**config.mk**
```make
export PLATFORM = sky130hd
export DESIGN_NAME = pmc_counter_bank
export DESIGN_NICKNAME = d
export VERILOG_FILES = /design/src/rtl/pmc_counter_bank.sv
export SDC_FILE = /design/constraint.sdc
export NUM_CORES = 2
export LEC_CHECK = 0
export ABC_AREA = 1
export CAP_MARGIN = 20
export CORE_UTILIZATION = 58
export CTS_CLUSTER_SIZE = 10
export DETAILED_ROUTE_END_ITERATION = 8
export HOLD_SLACK_MARGIN = 0.02
export PLACE_DENSITY = 0.82
export SLEW_MARGIN = 20
export SYNTH_ARGS = -nofsm -noshare
export SYNTH_HDL_FRONTEND = slang
export SYNTH_SLANG_ARGS = --single-unit
```
**constraint.sdc**
```tcl
create_clock -name clk -period 3 [get_ports clk]
set_clock_uncertainty 0.05 [all_clocks]
set_input_delay 0.6 -clock clk [delete_from_list [all_inputs] [get_ports clk]]
set_output_delay 0.6 -clock clk [all_outputs]
set_load 0.05 [all_outputs]
```
**src/rtl/pmc_counter_bank.sv**
```systemverilog
// pmc_counter_bank: saturating performance counters plus a restoring-divider CPI unit.
// Define PMC_STALL_PER_SRC_EN to add one saturating counter per stall source.
module pmc_counter_bank #(
  parameter int CNT_W         = 64,
  parameter int FRAC_W        = 8,
  parameter int NUM_STALL_SRC = 4
) (
  input  logic                     clk,
  input  logic                     reset,
  input  logic                     enable,
  input  logic                     clear,
  input  logic                     instr_valid,
  input  logic                     mem_write,
  input  logic                     mem_to_reg,
  input  logic [2:0]               alu_control,
  input  logic                     jmp,
  input  logic [1:0]               branch,
  input  logic [NUM_STALL_SRC-1:0] stall_src,
  input  logic                     snapshot_req,
  output logic [CNT_W-1:0]         cycle_count,
  output logic [CNT_W-1:0]         instr_count,
  output logic [CNT_W-1:0]         stall_count,
  output logic [CNT_W-1:0]         arith_count,
  output logic [CNT_W-1:0]         mem_count,
  output logic [CNT_W-1:0]         ctrl_count,
  output logic [5:0]               ovf,
  output logic [CNT_W-1:0]         cpi_q,
  output logic                     cpi_valid,
  output logic                     busy,
  output logic                     div_zero
`ifdef PMC_STALL_PER_SRC_EN
  ,
  output logic [NUM_STALL_SRC*CNT_W-1:0] stall_src_count,
  output logic [NUM_STALL_SRC-1:0]       stall_src_ovf
`endif
);

  localparam int DIV_W  = CNT_W + FRAC_W;
  localparam int ITER_W = $clog2(DIV_W + 1);

  logic             retire;
  logic             is_mem;
  logic             is_ctrl;
  logic [5:0]       inc;
  logic [CNT_W-1:0] cnt_q [6];

  assign retire  = enable & instr_valid;
  assign is_mem  = mem_write | mem_to_reg;
  assign is_ctrl = jmp | (branch != 2'b00);

  // Bit order: cycle, instr, stall, arith, mem, ctrl
  assign inc = {retire & is_ctrl,
                retire & is_mem,
                retire & ~is_mem & ~is_ctrl & (alu_control != 3'b100),
                enable & (|stall_src),
                retire,
                enable};

  genvar gi;
  generate
    for (gi = 0; gi < 6; gi++) begin : g_cnt
      logic [CNT_W-1:0] cnt_reg;
      logic             ovf_reg;
      always_ff @(posedge clk or negedge reset) begin
        if (!reset) begin
          cnt_reg <= '0;
          ovf_reg <= 1'b0;
        end else if (clear) begin
          cnt_reg <= '0;
          ovf_reg <= 1'b0;
        end else if (inc[gi]) begin
          if (&cnt_reg) ovf_reg <= 1'b1;
          else          cnt_reg <= cnt_reg + 1'b1;
        end
      end
      assign cnt_q[gi] = cnt_reg;
      assign ovf[gi]   = ovf_reg;
    end
  endgenerate

  assign cycle_count = cnt_q[0];
  assign instr_count = cnt_q[1];
  assign stall_count = cnt_q[2];
  assign arith_count = cnt_q[3];
  assign mem_count   = cnt_q[4];
  assign ctrl_count  = cnt_q[5];

`ifdef PMC_STALL_PER_SRC_EN
  generate
    for (gi = 0; gi < NUM_STALL_SRC; gi++) begin : g_src
      logic [CNT_W-1:0] src_cnt_reg;
      logic             src_ovf_reg;
      always_ff @(posedge clk or negedge reset) begin
        if (!reset) begin
          src_cnt_reg <= '0;
          src_ovf_reg <= 1'b0;
        end else if (clear) begin
          src_cnt_reg <= '0;
          src_ovf_reg <= 1'b0;
        end else if (enable & stall_src[gi]) begin
          if (&src_cnt_reg) src_ovf_reg <= 1'b1;
          else              src_cnt_reg <= src_cnt_reg + 1'b1;
        end
      end
      assign stall_src_count[gi*CNT_W +: CNT_W] = src_cnt_reg;
      assign stall_src_ovf[gi]                  = src_ovf_reg;
    end
  endgenerate
`endif

  typedef enum logic [1:0] {IDLE, DIV, DONE} state_t;

  state_t           state_reg;
  logic [DIV_W-1:0] dq_reg;     // dividend bits shift out MSB-first as quotient bits shift in
  logic [CNT_W-1:0] rem_reg;
  logic [CNT_W-1:0] dvsr_reg;
  logic [ITER_W-1:0] iter_reg;
  logic             zero_reg;
  logic [CNT_W:0]   rem_shift;
  logic [CNT_W:0]   rem_sub;

  assign rem_shift = {rem_reg, dq_reg[DIV_W-1]};
  assign rem_sub   = rem_shift - {1'b0, dvsr_reg};

  always_ff @(posedge clk or negedge reset) begin
    if (!reset) begin
      state_reg <= IDLE;
      dq_reg    <= '0;
      rem_reg   <= '0;
      dvsr_reg  <= '0;
      iter_reg  <= '0;
      zero_reg  <= 1'b0;
      cpi_q     <= '0;
      cpi_valid <= 1'b0;
      busy      <= 1'b0;
      div_zero  <= 1'b0;
    end else begin
      cpi_valid <= 1'b0;
      case (state_reg)
        IDLE: begin
          if (snapshot_req) begin
            dq_reg    <= {cnt_q[0], {FRAC_W{1'b0}}};
            dvsr_reg  <= cnt_q[1];
            rem_reg   <= '0;
            iter_reg  <= '0;
            zero_reg  <= (cnt_q[1] == '0);
            busy      <= 1'b1;
            state_reg <= (cnt_q[1] == '0) ? DONE : DIV;
          end
        end
        DIV: begin
          // A clear borrow bit means the shifted remainder covered the divisor
          dq_reg   <= {dq_reg[DIV_W-2:0], ~rem_sub[CNT_W]};
          rem_reg  <= rem_sub[CNT_W] ? rem_shift[CNT_W-1:0] : rem_sub[CNT_W-1:0];
          iter_reg <= iter_reg + ITER_W'(1);
          if (iter_reg == ITER_W'(DIV_W - 1)) state_reg <= DONE;
        end
        DONE: begin
          if (zero_reg || (|dq_reg[DIV_W-1:CNT_W])) cpi_q <= '1;
          else                                      cpi_q <= dq_reg[CNT_W-1:0];
          div_zero  <= zero_reg;
          cpi_valid <= 1'b1;
          busy      <= 1'b0;
          state_reg <= IDLE;
        end
        default: state_reg <= IDLE;
      endcase
    end
  end

endmodule

```
======== After elaboration in Yosys (flattened, before gate mapping) ========
Index checks and enable logic that the tools add are counted.
storage, ports and cells
  logic and storage cells ................. 147
  output and inout port bits .............. 457
  flip-flop bits (word level) ............. 667
operators by class
  reduce and logical (&&, ||, !) cells .... 42
  eq/ne operators ......................... 12
  bitwise operators ....................... 12
  multiplexer cells ....................... 51
  add/sub/neg operators ................... 8
operators by type and width
  operator               number
  $mux 64                21
  $add 64x1->64 const B  6
  $reduce_and 64->1      6
  $pmux 72 s2            1
  $pmux 64 s2            1
  $mux 72                1
  $sub 65x64->65         1
  $logic_not 64->1       1
  $reduce_and 2->1       16
  $reduce_bool 2->1      15
  $mux 1                 20
  $ne 2x2->1 const B     8
  $pmux 7 s2             1
  $reduce_or 8->1        1
  $add 7x1->7 const B    1
  $and 1x1->1            7
  $eq 7x7->1 const B     1
  $mux 7                 1
  $mux 2                 3
  $pmux 2 s2             1
  $reduce_or 4->1        1
  $ne 3x3->1 const B     1
  $not 1->1              3
  $eq 2x1->1 const B     1
  5 further kinds        6

======== Longest topological paths before layout ========
  depth in word-level cells ............... 7
  depth in mapped cells ................... 21
  depth with buffers taken out ............ 20

======== Worst setup path before layout ========
No wires, ideal clock.
  path kind ............................... flip-flop to flip-flop
  start point ............................. register g_cnt[1].cnt_reg[0] (netlist: instr_count[0])
  end point ............................... register g_cnt[1].cnt_reg[59] (netlist: instr_count[59])
  data required time ...................... 2.822 ns
  slack ................................... 0.410 ns
  stages on the path, launching flop included .. 13
  clock period less this slack ............ 2.590 ns
  arrival ................................. 2.411 ns
  cell sequence ........................... dfrtp_1 > ha_1 > nand2_1 > inv_1 > nand3_1 > nor3_1 > nand4_1 > nand2_2 > nand2_4 > buf_6 > buf_6 > nand4_1 > o21ai_1
between the ends
  longest elaborated chain between the ends .. 4
ends and longest elaborated chain
  what                    RTL line  text
  from (decl)             62        logic [CNT_W-1:0] cnt_reg;
  from (signal assigned)  73        else cnt_reg <= cnt_reg + 1'b1;
  $add 64x1->64           73
  $mux 64                 72        if (&cnt_reg) ovf_reg <= 1'b1;
  $mux 64                 71        end else if (inc[gi]) begin
  $mux 64                 68        end else if (clear) begin
Parallel ways exist; a longest one is shown, timed or not. The select of a mux whose other input is x is not followed.
A chain may end at the register's enable or synchronous reset.

======== Worst setup path in the final report ========
  start point ............................. register dq_reg[71]
  end point ............................... register rem_reg[0]
between the ends
  longest elaborated chain between the ends .. 3
ends and longest elaborated chain
  what                    RTL line  text
  from (decl)             114       logic [DIV_W-1:0] dq_reg;
  from (signal assigned)  142       dq_reg <= {cnt_q[0], {FRAC_W{1'b0}}};
  from (signal assigned)  153       dq_reg <= {dq_reg[DIV_W-2:0], ~rem_sub[CNT_W]};
  $sub 65x64->65          123       assign rem_sub = rem_shift - {1'b0, dvsr_reg};
  $mux 64 (*)             154       rem_reg <= rem_sub[CNT_W] ? rem_shift[CNT_W-1:0] : rem_sub[CNT_W-1:0];
  $pmux 64 s2 (*)         139       case (state_reg)
  to (signal assigned)    154
  to (decl)               115       logic [CNT_W-1:0] rem_reg;
Every way passes the cells marked *; elsewhere a longest branch is shown, timed or not.

==> insert_results.sql <==
INSERT INTO impl_metrics (metric_group, metric, value, unit) VALUES
('power_and_ir_drop', 'power.static_leakage', '0.02411', 'uW'),
('timing', 'max_freq', '344.6', 'MHz'),
('logic_synthesis', 'synth_warnings', '0', ''),
('logic_synthesis', 'mappedNetlistNets', '6783', ''),
('logic_synthesis', 'synth-compound-area-share', '9.684', '%'),
('timing', 'slew_viol_final', '0', ''),
('clock_tree', 'cts.htree.levels', '3', ''),
('floorplanning', 'floorplan.die.width', '279.9', 'microns'),
('routing', 'drt-total-wl', '186.1', 'mm'),
('timing', 'relSlewSlack', '38.92', '%'),
('logic_synthesis', 'synth.mux.area_fraction', '0.02235', '%'),
('logic_synthesis', 'largest_family_of_logic_cells_by_synthesized_area', 'simple AND/OR/NAND/NOR gates', ''),
('floorplanning', 'row_count', '101', ''),
('run_status', 'status', 'completed', ''),
('routing', 'firstDrtPassIters', '9', ''),
('setup_path', 'worstReg2RegStart', 'dq_reg[71]$_DFFE_PN0P_', ''),
('setup_path', 'timing.critical_path.from_type', 'register', ''),
('place', 'dp_hpwl', '138.3', 'mm'),
('logic_synthesis', 'synth_area_per_cell', '6.694', 'sq um'),
('setup_path', 'timing.setup.critical_path_class', 'register to register', ''),
('floorplanning', 'die_footprint', '0.07834', 'sq mm'),
('setup_path', 'critical_path_peak_fanout', '10', ''),
('setup_path', 'crit_required', '3.56', 'ns'),
('setup_path', 'critical_path.reg2reg.endpoint', 'rem_reg[0]$_DFFE_PN0P_', ''),
('run', 'cap_violations', '0', ''),
('clock_tree', 'clock_insertion_delay_worst_skew', '0.67', 'ns'),
('logic_synthesis', 'synthesis_stage_register_bit_count', '667', ''),
('clock_tree', 'cts_made_buffers', '82', ''),
('place', 'gp_routability_congestion', '1.074', ''),
('cells_and_area', 'final_area', '0.05467', 'sq mm'),
('logic_synthesis', 'synth-edff-count', '0', ''),
('timing', 'worst-slew-pin-transition', '0.9162', 'ns'),
('logic_synthesis', 'share_of_the_synthesized_area_in_the_top_cell_type', '37.26', '%'),
('floorplanning', 'top_level_ports', '475', ''),
('logic_synthesis', 'ys_top_cells_by_area', 'dfrtp_1, nand2_1, inv_1', ''),
('place', 'placed_cell_area', '0.05186', 'sq mm'),
('cells_and_area', 'flip_flop_count_of_the_largest_register_after_layout', '72', ''),
('timing', 'timing_hold_violations_final', '0', ''),
('cells_and_area', 'finish.net_count', '7343', ''),
('global_routing', 'gr-usage-all-layers', '46.29', '%'),
('clock_tree', 'tritoncts', 'done', ''),
('cells_and_area', 'area_growth', '22.06', '%'),
('routing', 'routed_via_density', '6.112', ''),
('logic_synthesis', 'yosys.area_share.adder', '2.056', '%'),
('routing', 'detail_route.drc_violations', '0', ''),
('logic_synthesis', 'total_standard_cell_area_after_synthesis', '0.04479', 'sq mm'),
('place', 'port_buffers', '474', ''),
('logic_synthesis', 'yosysSeqAreaShare', '37.26', '%'),
('logic_synthesis', 'synth_async_sr_flop_share', '100.0', '%'),
('floorplanning', 'die_height', '279.9', 'microns'),
('setup_path', 'worstRegToRegCells', '20', ''),
('setup_path', 'worst_ep_arrival_time', '3.46', 'ns'),
('logic_synthesis', 'synth_area_leader_cell', 'dfrtp_1', ''),
('routing', 'drt-initial-drc-count', '7349', ''),
('global_routing', 'maximum_number_of_pins_on_one_net_before_global_route_repair', '95', ''),
('setup_path', 'worstSetupStartpoint', 'dq_reg[71]$_DFFE_PN0P_', ''),
('logic_synthesis', 'synthSimpleGateAreaFrac', '36.48', '%'),
('min_path', 'min_path_type', 'primary input to register', ''),
('power_and_ir_drop', 'design_power_total', '37940', 'uW'),
('cells_and_area', 'fraction_of_final_layout_cells_with_drive_strength_greater_than_1', '6.365', '%'),
('logic_synthesis', 'synthXorXnorAreaFrac', '4.263', '%'),
('floorplanning', 'core_area', '0.07620', 'sq mm'),
('routing', 'post_drt_wl_per_cell', '22.36', 'microns'),
('routing', 'num_vias', '50870', ''),
('clock_tree', 'worst_setup_hold_path_clk_slew', '0.06', 'ns'),
('global_routing', 'grt.overflow.total', '0', ''),
('floorplanning', 'initial_utilization', '58.78', '%'),
('routing', 'drt.antenna.violating_nets', '0', ''),
('global_routing', 'antenna_found_initial', '2', ''),
('global_routing', 'grt_first_pass_wirelength', '279.7', 'mm'),
('power_and_ir_drop', 'power_per_cell_area', '694.0', 'mW/mm^2');
## logic make-up after synthesis
kind of cell,after synthesis
buf+inv,1176
xor+xnor,218
fa+ha+maj,73
compound gates,756
mux,1
flops,667
simple gates,3801
## worst min path at each step
stage | cells after the start | end | startpoint
after CTS | 2 | ctrl_count[20]$_DFFE_PN0P_ | clear
after global routing | 2 | ctrl_count[22]$_DFFE_PN0P_ | clear
after floorplan | 0 | arith_count[0]$_DFFE_PN0P_ | reset
after global placement | 2 | dvsr_reg[25]$_DFFE_PN0P_ | dvsr_reg[25]$_DFFE_PN0P_
after detailed placement | 2 | dvsr_reg[27]$_DFFE_PN0P_ | dvsr_reg[27]$_DFFE_PN0P_
final | 2 | ctrl_count[20]$_DFFE_PN0P_ | clear
## layer usage
layer  wire length, microns  track usage, %  up-vias
li1                       -               -    22860
met1                  71300           62.04    23660
met2                  79320           68.63     3658
met3                  25050           13.39      687
met4                  10300           22.01        4
met5                     76          0.5629        -
## repair_timing
item / CTS / global route
resized for setup: 0 / 27
endpoints found under the setup margin: 0 / 66
hold endpoints to repair: 37 / 0
setup buffers: 0 / 1
hold buffers: 1 / 0
## power breakdown
group / internal [uW] / total (uW) / leakage, uW / switching [uW]
Combinational: 5570 / 17400 / 0.0141 / 11800
Sequential: 9970 / 10900 / 0.00877 / 897
Clock: 5450 / 9690 / 0.00122 / 4240
## stage by stage
stage	setup TNS (ns)	hold slack, ns	utilization, %	std cells	worst slack (ns)
floorplan	0	0.2544	-	6692	0.4105
global placement	0	0.4153	68.05	8189	0.1605
detailed placement	0	0.4234	68.05	8189	0.07149
CTS	0	0.2810	71.39	8312	0.07241
global route	-1.659	0.3123	71.74	8320	-0.06449
finish	0	0.3021	71.75	8322	0.09823
## synth_stat cells, types with 2 or more instances
library cell	n
a31oi_1	34
buf_6	2
ha_1	72
o31ai_1	103
clkbuf_1	139
nor4_1	51
a31o_2	6
nand2_1	2015
nor2_2	5
inv_1	924
o21ai_1	82
nor2_4	2
buf_4	25
nor3_4	2
buf_2	46
buf_1	26
xnor2_1	45
o21a_1	2
or2_2	49
a41oi_1	26
nand2_2	5
nor2_1	682
inv_2	12
o21bai_1	8
a21oi_1	69
dfrtp_1	667
o22ai_1	69
xor2_1	173
nand3_1	440
nand4_1	315
nand3b_1	17
nor3_2	5
nor3_1	197
and2_1	5
a22oi_1	3
o21ai_0	351
nor3b_1	3
## worst max-delay path: stages (launching register included)
cell and delay, ns:
dfrtp_1 0.38, inv_2 0.07, ha_1 0.14, inv_1 0.07, fa_1 0.38, nand3_1 0.13
nand3_2 0.12, nand2_1 0.08, nand2_1 0.09, nand2_1 0.09, nand2_2 0.07, nand2_1 0.09
nand2_1 0.09, nand2_2 0.14, nand2_2 0.10, nand2_4 0.15, nand2_8 0.11, clkbuf_16 0.20
nand2_1 0.08, nand3_1 0.10, nand2_1 0.09
## area by class of cell
type	count	area [sq um]
timing repair buffer	714	6934
clock buffer	107	2246
sequential	667	16690
tap	1030	1289
multi-input combinational	4850	23690
antenna	2	5.005
fill	6235	21530
inverter	937	3526
clock inverter	15	289.0
## cells in the final DEF (no fill, tap or decap), types with 8 or more instances in the layout
cell type,n
nand4_1,315
nor3_1,197
ha_1,70
dfrtp_1,667
clkbuf_1,15
a31oi_1,34
o22ai_1,69
clkbuf_8,10
or2_2,49
buf_4,210
a41oi_1,26
xnor2_1,45
nor2_1,678
clkbuf_16,87
nand2_1,2007
o31ai_1,103
nand3b_1,17
xor2_1,173
a21oi_1,68
o21bai_1,8
nand3_1,437
inv_2,12
clkdlybuf4s50_1,470
o21ai_0,351
nor4_1,51
buf_12,23
nand2_2,9
o21ai_1,80
inv_1,922
(Power assumes the default switching activity.)
